--- src/rtl/fetch_unit_if.sv ---
// fetch_unit_if: bundles the fetch stage's memory, pipeline-register and
// execute-feedback signals.
//   slave  modport - the fetch unit: consumes stall/redirect/update/q_imem,
//                    drives address_imem and the fd_* pipeline register.
//   master modport - the surrounding core (execute, imem, decode).
interface fetch_unit_if #(
    parameter int unsigned XLEN = 32
);
    logic            stall;
    logic            redirect_valid;
    logic [XLEN-1:0] redirect_pc;
    logic            update_valid;
    logic [XLEN-1:0] update_pc;
    logic [XLEN-1:0] update_target;
    logic            update_taken;
    logic [XLEN-1:0] address_imem;
    logic [31:0]     q_imem;
    logic [31:0]     fd_ir;
    logic [XLEN-1:0] fd_pc;
    logic            fd_valid;
    logic            fd_pred_taken;
    logic [XLEN-1:0] fd_pred_target;

    modport slave (
        input  stall, redirect_valid, redirect_pc,
        input  update_valid, update_pc, update_target, update_taken,
        input  q_imem,
        output address_imem,
        output fd_ir, fd_pc, fd_valid, fd_pred_taken, fd_pred_target
    );

    modport master (
        output stall, redirect_valid, redirect_pc,
        output update_valid, update_pc, update_target, update_taken,
        output q_imem,
        input  address_imem,
        input  fd_ir, fd_pc, fd_valid, fd_pred_taken, fd_pred_target
    );
endinterface

--- src/rtl/fetch_unit.sv ---
// fetch_unit: instruction-fetch stage. Owns the word-addressed PC, drives
// the imem address and fills the fetch/decode register. A direct-mapped BTB
// with 2-bit saturating counters predicts taken branches; a redirect from
// execute overrides everything and squashes the slot in flight.
// Ports:
//   clock - rising-edge clock
//   reset - asynchronous, active-high reset
//   bus   - fetch_unit_if.slave (stall, redirect_*, update_*, q_imem in;
//           address_imem, fd_* out)
module fetch_unit #(
    parameter int unsigned     XLEN        = 32,
    parameter int unsigned     BTB_ENTRIES = 16,
    parameter logic [XLEN-1:0] RESET_PC    = '0
) (
    input  logic          clock,
    input  logic          reset,
    fetch_unit_if.slave   bus
);
    localparam int unsigned IDX   = $clog2(BTB_ENTRIES);
    localparam int unsigned TAG_W = XLEN - IDX;

    logic [XLEN-1:0]        r_pc;
    logic [31:0]            r_fd_ir;
    logic [XLEN-1:0]        r_fd_pc;
    logic                   r_fd_valid;
    logic                   r_fd_pred_taken;
    logic [XLEN-1:0]        r_fd_pred_target;

    logic [BTB_ENTRIES-1:0] r_btb_valid;
    logic [TAG_W-1:0]       r_btb_tag    [BTB_ENTRIES];
    logic [XLEN-1:0]        r_btb_target [BTB_ENTRIES];
    logic [1:0]             r_btb_ctr    [BTB_ENTRIES];

    logic [IDX-1:0]         w_lk_idx;
    logic                   w_lk_hit;
    logic                   w_pred_taken;
    logic [XLEN-1:0]        w_pred_target;
    logic [XLEN-1:0]        w_pc_inc;
    logic [IDX-1:0]         w_up_idx;
    logic                   w_up_hit;

    // Lookup on the current PC reads pre-update BTB state; a same-cycle
    // update only becomes visible on the following cycle.
    always_comb begin
        w_lk_idx      = r_pc[IDX-1:0];
        w_lk_hit      = r_btb_valid[w_lk_idx] &&
                        (r_btb_tag[w_lk_idx] == r_pc[XLEN-1:IDX]);
        w_pred_taken  = w_lk_hit && r_btb_ctr[w_lk_idx][1];
        w_pred_target = w_lk_hit ? r_btb_target[w_lk_idx] : '0;
        w_pc_inc      = r_pc + XLEN'(1);
        w_up_idx      = bus.update_pc[IDX-1:0];
        w_up_hit      = r_btb_valid[w_up_idx] &&
                        (r_btb_tag[w_up_idx] == bus.update_pc[XLEN-1:IDX]);
    end

    // PC and fetch/decode register: redirect > stall > prediction > pc+1.
    always_ff @(posedge clock or posedge reset) begin
        if (reset) begin
            r_pc             <= RESET_PC;
            r_fd_ir          <= '0;
            r_fd_pc          <= '0;
            r_fd_valid       <= 1'b0;
            r_fd_pred_taken  <= 1'b0;
            r_fd_pred_target <= '0;
        end else if (bus.redirect_valid) begin
            r_pc             <= bus.redirect_pc;
            r_fd_ir          <= '0;
            r_fd_pc          <= '0;
            r_fd_valid       <= 1'b0;
            r_fd_pred_taken  <= 1'b0;
            r_fd_pred_target <= '0;
        end else if (!bus.stall) begin
            r_pc             <= w_pred_taken ? w_pred_target : w_pc_inc;
            r_fd_ir          <= bus.q_imem;
            r_fd_pc          <= w_pc_inc;
            r_fd_valid       <= 1'b1;
            r_fd_pred_taken  <= w_pred_taken;
            r_fd_pred_target <= w_pred_target;
        end
    end

    // BTB training runs independently of stall and redirect.
    always_ff @(posedge clock or posedge reset) begin
        if (reset) begin
            r_btb_valid <= '0;
            for (int unsigned i = 0; i < BTB_ENTRIES; i++) begin
                r_btb_tag[i]    <= '0;
                r_btb_target[i] <= '0;
                r_btb_ctr[i]    <= 2'b01;
            end
        end else if (bus.update_valid) begin
            if (w_up_hit) begin
                if (bus.update_taken) begin
                    r_btb_ctr[w_up_idx]    <= (r_btb_ctr[w_up_idx] == 2'b11) ?
                                              2'b11 : r_btb_ctr[w_up_idx] + 2'b01;
                    r_btb_target[w_up_idx] <= bus.update_target;
                end else begin
                    r_btb_ctr[w_up_idx]    <= (r_btb_ctr[w_up_idx] == 2'b00) ?
                                              2'b00 : r_btb_ctr[w_up_idx] - 2'b01;
                end
            end else if (bus.update_taken) begin
                // Allocation overwrites whatever alias occupies the slot.
                r_btb_valid[w_up_idx]  <= 1'b1;
                r_btb_tag[w_up_idx]    <= bus.update_pc[XLEN-1:IDX];
                r_btb_target[w_up_idx] <= bus.update_target;
                r_btb_ctr[w_up_idx]    <= 2'b10;
            end
        end
    end

    assign bus.address_imem   = r_pc;
    assign bus.fd_ir          = r_fd_ir;
    assign bus.fd_pc          = r_fd_pc;
    assign bus.fd_valid       = r_fd_valid;
    assign bus.fd_pred_taken  = r_fd_pred_taken;
    assign bus.fd_pred_target = r_fd_pred_target;
endmodule

--- src/flat_wrapper.sv ---
// flat-port wrapper written by rule: the top's interface ports become plain ports
module fetch_unit_flat 
#(
    parameter int unsigned     XLEN        = 32,
    parameter int unsigned     BTB_ENTRIES = 16,
    parameter logic [XLEN-1:0] RESET_PC    = '0
)
  (clock, reset, bus_stall, bus_redirect_valid, bus_redirect_pc, bus_update_valid, bus_update_pc, bus_update_target, bus_update_taken, bus_q_imem, bus_address_imem, bus_fd_ir, bus_fd_pc, bus_fd_valid, bus_fd_pred_taken, bus_fd_pred_target);
  fetch_unit_if #(.XLEN(XLEN)) bus_i ();
  input  logic clock;
  input  logic reset;
  input wire logic [$bits(bus_i.stall)-1:0] bus_stall;
  input wire logic [$bits(bus_i.redirect_valid)-1:0] bus_redirect_valid;
  input wire logic [$bits(bus_i.redirect_pc)-1:0] bus_redirect_pc;
  input wire logic [$bits(bus_i.update_valid)-1:0] bus_update_valid;
  input wire logic [$bits(bus_i.update_pc)-1:0] bus_update_pc;
  input wire logic [$bits(bus_i.update_target)-1:0] bus_update_target;
  input wire logic [$bits(bus_i.update_taken)-1:0] bus_update_taken;
  input wire logic [$bits(bus_i.q_imem)-1:0] bus_q_imem;
  output wire logic [$bits(bus_i.address_imem)-1:0] bus_address_imem;
  output wire logic [$bits(bus_i.fd_ir)-1:0] bus_fd_ir;
  output wire logic [$bits(bus_i.fd_pc)-1:0] bus_fd_pc;
  output wire logic [$bits(bus_i.fd_valid)-1:0] bus_fd_valid;
  output wire logic [$bits(bus_i.fd_pred_taken)-1:0] bus_fd_pred_taken;
  output wire logic [$bits(bus_i.fd_pred_target)-1:0] bus_fd_pred_target;
  assign bus_i.stall = bus_stall;
  assign bus_i.redirect_valid = bus_redirect_valid;
  assign bus_i.redirect_pc = bus_redirect_pc;
  assign bus_i.update_valid = bus_update_valid;
  assign bus_i.update_pc = bus_update_pc;
  assign bus_i.update_target = bus_update_target;
  assign bus_i.update_taken = bus_update_taken;
  assign bus_i.q_imem = bus_q_imem;
  assign bus_address_imem = bus_i.address_imem;
  assign bus_fd_ir = bus_i.fd_ir;
  assign bus_fd_pc = bus_i.fd_pc;
  assign bus_fd_valid = bus_i.fd_valid;
  assign bus_fd_pred_taken = bus_i.fd_pred_taken;
  assign bus_fd_pred_target = bus_i.fd_pred_target;
  fetch_unit #(.XLEN(XLEN), .BTB_ENTRIES(BTB_ENTRIES), .RESET_PC(RESET_PC)) u_core (.clock(clock), .reset(reset), .bus(bus_i));
endmodule
--- config.mk ---
export PLATFORM = sky130hd
export DESIGN_NAME = fetch_unit_flat
export DESIGN_NICKNAME = d
export VERILOG_FILES = /design/src/rtl/fetch_unit_if.sv /design/src/rtl/fetch_unit.sv /design/src/flat_wrapper.sv
export SDC_FILE = /design/constraint.sdc
export NUM_CORES = 2
export LEC_CHECK = 0
export ABC_AREA = 1
export CORE_MARGIN = 2
export CORE_UTILIZATION = 55
export DETAILED_ROUTE_END_ITERATION = 12
export GPL_ROUTABILITY_DRIVEN = 0
export PLACE_DENSITY_LB_ADDON = 0.15
export SLEW_MARGIN = 40
export SYNTH_ARGS = -nofsm -noshare
export SYNTH_HDL_FRONTEND = slang
export SYNTH_SLANG_ARGS = --single-unit
--- constraint.sdc ---
create_clock -name clock -period 36.2 [get_ports clock]
set_input_delay 7.24 -clock clock [delete_from_list [all_inputs] [get_ports clock]]
set_output_delay 7.24 -clock clock [all_outputs]
set_load 0.005 [all_outputs]
# ---- Yosys cells after proc, flatten, opt, wreduce, memory -nomap -nowiden
# Cells that the tools add are included.
# W data, S select, Z words.
dict set report op_classes {
  add_sub_neg 3
  mul 0
  n_div 0
  n_lt_le_gt_ge 6
  n_eq_ne 4
  shifts 0
  n_mux 50
  bitwise 7
  reduce_logical 10
}
# op count
set op_table {}
lappend op_table {{$bwmux W512} 1}
lappend op_table {{$mux W32} 16}
lappend op_table {{$bwmux W448} 1}
lappend op_table {{$bmux W28 S4} 2}
lappend op_table {{$mux W28} 5}
lappend op_table {{$bmux W32 S4} 1}
lappend op_table {{$demux W32 S4} 1}
lappend op_table {{$demux W28 S4} 1}
lappend op_table {{$bwmux W32} 2}
lappend op_table {{$eq A28 B28 Y1} 2}
lappend op_table {{$add A32 B1 Y32 const B} 1}
lappend op_table {{$or A16 B16 Y16} 2}
lappend op_table {{$and A16 B16 Y16} 1}
lappend op_table {{$bmux W2 S4} 2}
lappend op_table {{$not A16 Y16} 1}
lappend op_table {{$mux W2} 7}
lappend op_table {{$ge A5 B5 Y1 const B} 2}
lappend op_table {{$lt A4 B5 Y1 const B} 2}
lappend op_table {{$not A4 Y5} 2}
lappend op_table {{$bmux W1 S4} 2}
lappend op_table {{$demux W2 S4} 1}
lappend op_table {{$mux W1} 7}
lappend op_table {{$logic_and A1 B1 Y1} 5}
lappend op_table {{$lt A5 B1 Y1 const B} 1}
lappend op_table {{other kinds (11)} 12}
dict set report totals {
  reg_bits 1138
  latch_bits 0
  ramBits 0
  mem_bits_ro 0
  inputBits 134
  wordCells 135
  memories 0
}

# ---- Depth between registers and ports, before layout
dict set report logic_depth {
  ltp_word 10
  mapped_depth 24
}

# ---- Least setup slack after synthesis
# OpenSTA, ideal clock, no wires.
dict set report synth_timing {
  path_kind {input-to-reg}
  start {input port bus_update_pc[1]}
  end {register u_core.r_btb_tag[294] (netlist bit)}
  setup_time_ns 0.135
  arrival_ns 9.470
  t_required_ns 36.065
  setup_slack_ns 26.595
  stages 21
  n_path_buf 6
  cell_sequence {buf_4 -> inv_2 -> nand2_1 -> buf_4 -> buf_4 -> nor2_1 -> a21oi_1 -> nand2_1 -> nand2_1 -> nand2_1 -> o21ai_0 -> nand2_1 -> nor2_1 -> nand3_1 -> nor2_1 -> nand2_2 -> buf_6 -> nand3_2 -> buf_4 -> buf_2 -> o21ai_0}
}
dict set report synth_between {
  elab_chain_cells 8
}
# element line
set synth_lines {}
lappend synth_lines {{from (decl)} flat_wrapper.sv:16} ;# input wire logic [$bits(bus_i.update_pc)-1:0] bus_update_pc;
lappend synth_lines {{$not A4 Y5 (not written as such)} {fetch_unit.sv:53, fetch_unit.sv:104}}
lappend synth_lines {{$bmux W28 S4} fetch_unit.sv:53} ;# (r_btb_tag[w_up_idx] == bus.update_pc[XLEN-1:IDX]);
lappend synth_lines {{$mux W28 (not written as such) (2 in series)} fetch_unit.sv:53}
lappend synth_lines {{$eq A28 B28 Y1} fetch_unit.sv:53}
lappend synth_lines {{$logic_and A1 B1 Y1} fetch_unit.sv:52} ;# w_up_hit = r_btb_valid[w_up_idx] &&
lappend synth_lines {{$not A1 Y1 (no source line)} -}
lappend synth_lines {{$reduce_and A3 Y1 (no source line)} -}
lappend synth_lines {{to (signal, indexed assignment)} fetch_unit.sv:104} ;# r_btb_tag[w_up_idx] <= bus.update_pc[XLEN-1:IDX];
lappend synth_lines {{to (decl)} fetch_unit.sv:30} ;# logic [TAG_W-1:0] r_btb_tag [BTB_ENTRIES];
# Several ways; a longest one is shown, not always the timed one. The select of a mux whose other input is x is not followed.
# A chain may end at the register's enable or synchronous reset.

# ---- Worst setup path in the final report
dict set report layout_timing {
  start {input port bus_update_pc[1]}
  end {register u_core.r_btb_tag[38] (netlist bit)}
}
# Same word-level chain as after synthesis.

==> impl_metrics.ini <==
[clock_tree]
hold_buffers = 0
h-tree-depth = 3
post_cts_resized = 0
clockBufferDepth = 3
clk_pin_slew_worst_paths_ns = 0.06
cts.sinks = 1138
cts-buffers-inserted = 120
post-cts-setup-buffer-count = 0
cts_tree = done
cts_root_buffer = clkbuf_16
insertion_delay_ns = 0.75

[critical_path]
worstSetupPathType = in -> reg
largest_driver_fanout_on_the_critical_path = 56
end_kind = flop
data_arrival_critical_path_ns = 12.95
worst_setup_path_start_kind = input pin
worst_ep_required_time_ns = 36.78

[timing]
setup_viol = 0
max_freq_ghz = 0.0808
final_period_minus_worst_setup_slack_ns = 12.38
timing_hold_violations_final = 0
setup-tns-final_ns = 0
final_min_period_over_clock_period_pct = 34.2
slew_violations = 0
fin_worst_skew_ns = 0.0361
least_margin_pin_slew_ns = 0.950
final.setup.worst_slack_ns = 23.82
slew-limit-headroom_pct = 36.7
rsz0062_at_grt = no

[route]
drcViolationCount = 0
route.detailed.wl_per_inst_um = 22.0
first_pass_iteration_count_of_the_detailed_router = 7
drt.antenna.violating_nets = 0
via_per_inst = 5.93
via_count = 55300
drt_wl_total_mm = 205
dr.first_iter.drc_count = 7352

[power]
power.ir.vdd_worst_mv = 0.0561
clock_power_share_pct = 34.4
power.density_cell_area_mw_per_mm2 = 56.9
cellInternalPower_mw = 2.51
combPwrFrac_pct = 21.6
p_seq_share_pct = 43.9
switching_share_pct = 32.6
static-leakage-power_nw = 31.6
power.switching_mw = 1.21

[synth]
proportion_of_synthesized_chip_area_in_sequential_cells_pct = 49.1
synth_enable_flop_cells = 0
synth_top_family_by_area = simple AND/OR/NAND/NOR gates
netlist.area_leader.share_pct = 48.4
netlist.top_cell.by_area = dfrtp_1
synthDistinctLibCells = 43
avgSynthCellArea_um2 = 7.34
synth.cells.most_frequent = nand2_1 (2914), o21ai_0 (1161), dfrtp_1 (1122), inv_1 (562), nor2_1 (449)
synth-simple-area-share_pct = 25.6
post_synthesis_sequential_element_count = 1138
synth_xor_area_share_pct = 0.121
synth-adder-area-share_pct = 0.0216
synthesis.instances = 7903
synth_mux_area_share_pct = 0
synth_area_leaders = dfrtp_1 (48%), nand2_1 (19%), o21ai_0 (10%)
cell_area_after_synthesis_mm2 = 0.0580
synth_compound_area_share_pct = 17.2
postSynth.asyncResetShare_pct = 100
yosysMostFrequentCell = nand2_1
yosys_warnings = 0
postSynthNetCount = 8038
ys_dominant_reg_cell = dfrtp_1

[die]
die_height_um = 329
row_count = 119
ios = 264
dieArea_mm2 = 0.108
floorplan.die.width_um = 329
core_area_mm2 = 0.105
initial_utilization_pct = 55.3

[grt]
gr-total-overflow = 0
first_global_vias = 51600
grt_first_pass_wirelength_mm = 312
antenna_violations_before_repair = 3
global_route.usage.total_pct = 37.6
grt_max_degree = 178

[layout]
layout.area.seq_mm2 = 0.0285
layout_net_count = 7967
drive_gt1_share_pct = 5.07
area_growth_syn_to_fin_pct = 12.9
fillers = 9344
multi_input_area_mm2 = 0.0252

[flow_run]
cap_violations = 0

[placement]
detailedPlace.worstSlack_ns = 23.32
place.detailed.hpwl_mm = 121
port_buffers = 263

[worst_hold_path]
worstHoldPathType = reg -> reg

[outcome]
outcome = completed
## stage by stage
stage          cell area, µm²  total power, mW  cells  hold slack [ns]  utilization, %
4_1_cts                 65300             3.71   9321            0.464            62.2
3_5_place_dp            61200             2.43   9096            0.454            58.3
5_1_grt                 65500             3.90   9328            0.471            62.4
2_1_floorplan           58000             2.15   7903            0.442               -
6_report                65500             3.73   9328            0.466            62.4
3_3_place_gp            61000             2.40   9090            0.449            58.1
## path summary, 6_finish.rpt
kind | slack [ns] | start | cells after the start | to
hold / removal | 0.47 | u_core.r_btb_ctr[22] | 2 | u_core.r_btb_ctr[22]
setup reg to reg | 30.65 | u_core.bus.address_imem[0] | 22 | u_core.bus.address_imem[24]
max in group asynchronous | 26.19 | reset | 7 | u_core.r_btb_tag[412]
min in group asynchronous | 6.89 | reset | 2 | u_core.r_btb_target[388]
hold reg to reg | 0.47 | u_core.r_btb_ctr[22] | 2 | u_core.r_btb_ctr[22]
setup / recovery | 23.82 | bus_update_pc[1] | 22 | u_core.r_btb_tag[38]
## critical path: stages
cell and delay (ns):
clkdlybuf4s50_1 0.63, nor2_4 0.16, buf_4 0.50, buf_4 0.79, inv_1 0.55, nor2_1 0.19, nor2_1 0.06, nand2_1 0.05
nand2_1 0.05, nand2_1 0.10, o21ai_0 0.13, nand2_1 0.10, nor2_1 0.04, nand2_1 0.07, inv_1 0.04, nand2_1 0.05
nor2_1 0.07, nand2_2 0.43, nand3_2 0.81, buf_4 0.56, nand2_1 0.11, o21ai_0 0.08
## final cells by class
class / instances / area share [%]
Antenna cell: 2 / 0.00764
Multi-Input combinational cell: 5621 / 38.4
Inverter: 571 / 3.31
Clock buffer: 186 / 5.50
Clock inverter: 39 / 0.740
Sequential cell: 1138 / 43.5
Timing Repair Buffer: 380 / 5.81
Tap cell: 1391 / 2.66
## sequential cells by signal, summed over array words and instances (netlist names)
| register | count |
|---|---|
| u_core.bus.fd_valid | 1 |
| u_core.bus.fd_pred_taken | 1 |
| u_core.r_btb_target | 512 |
| u_core.bus.address_imem | 32 |
| u_core.bus.fd_pc | 32 |
| u_core.r_btb_tag | 448 |
| u_core.r_btb_valid | 16 |
| u_core.bus.fd_ir | 32 |
| u_core.r_btb_ctr | 32 |
| u_core.bus.fd_pred_target | 32 |
## layer usage
metal | wire length, µm | share of wire [%] | vias to the layer above | global-route usage (%)
li1 | - | - | 25300 | -
met1 | 80000 | 39 | 26200 | 50.8
met2 | 90500 | 44 | 3161 | 57.4
met3 | 20800 | 10 | 605 | 6.46
met4 | 13600 | 6.6 | 0 | 21.4
met5 | 0 | 0 | - | 0
## power groups by stage
stage | registers (mW) | logic [mW] | clock network, mW
final | 1.64 | 0.806 | 1.28
after global routing | 1.66 | 0.902 | 1.34
after CTS | 1.63 | 0.791 | 1.29
after detailed placement | 1.65 | 0.785 | 0
after global placement | 1.64 | 0.759 | 0
after floorplan | 1.62 | 0.536 | 0
## layout by cell type (no fill, tap or decap), types with 24 or more instances in the layout
master	instances
o21ai_0	1161
nor2_1	443
nand4_1	34
clkdlybuf4s50_1	262
clkbuf_16	121
a22o_1	34
dfrtp_1	1119
buf_4	82
o311ai_0	35
nand3_1	339
nand2_1	2897
a21oi_1	306
o21ai_1	72
o21a_1	26
a22oi_1	79
clkbuf_8	33
o211ai_1	28
inv_1	561
clkbuf_1	32
o22ai_1	24
## cells by family after synthesis
logic type / Yosys count
compound gates: 1824
xor+xnor: 8
fa+ha+maj: 1
buf+inv: 1144
flops: 1138
simple gates: 3788
Power figures use the tool's default switching activity.
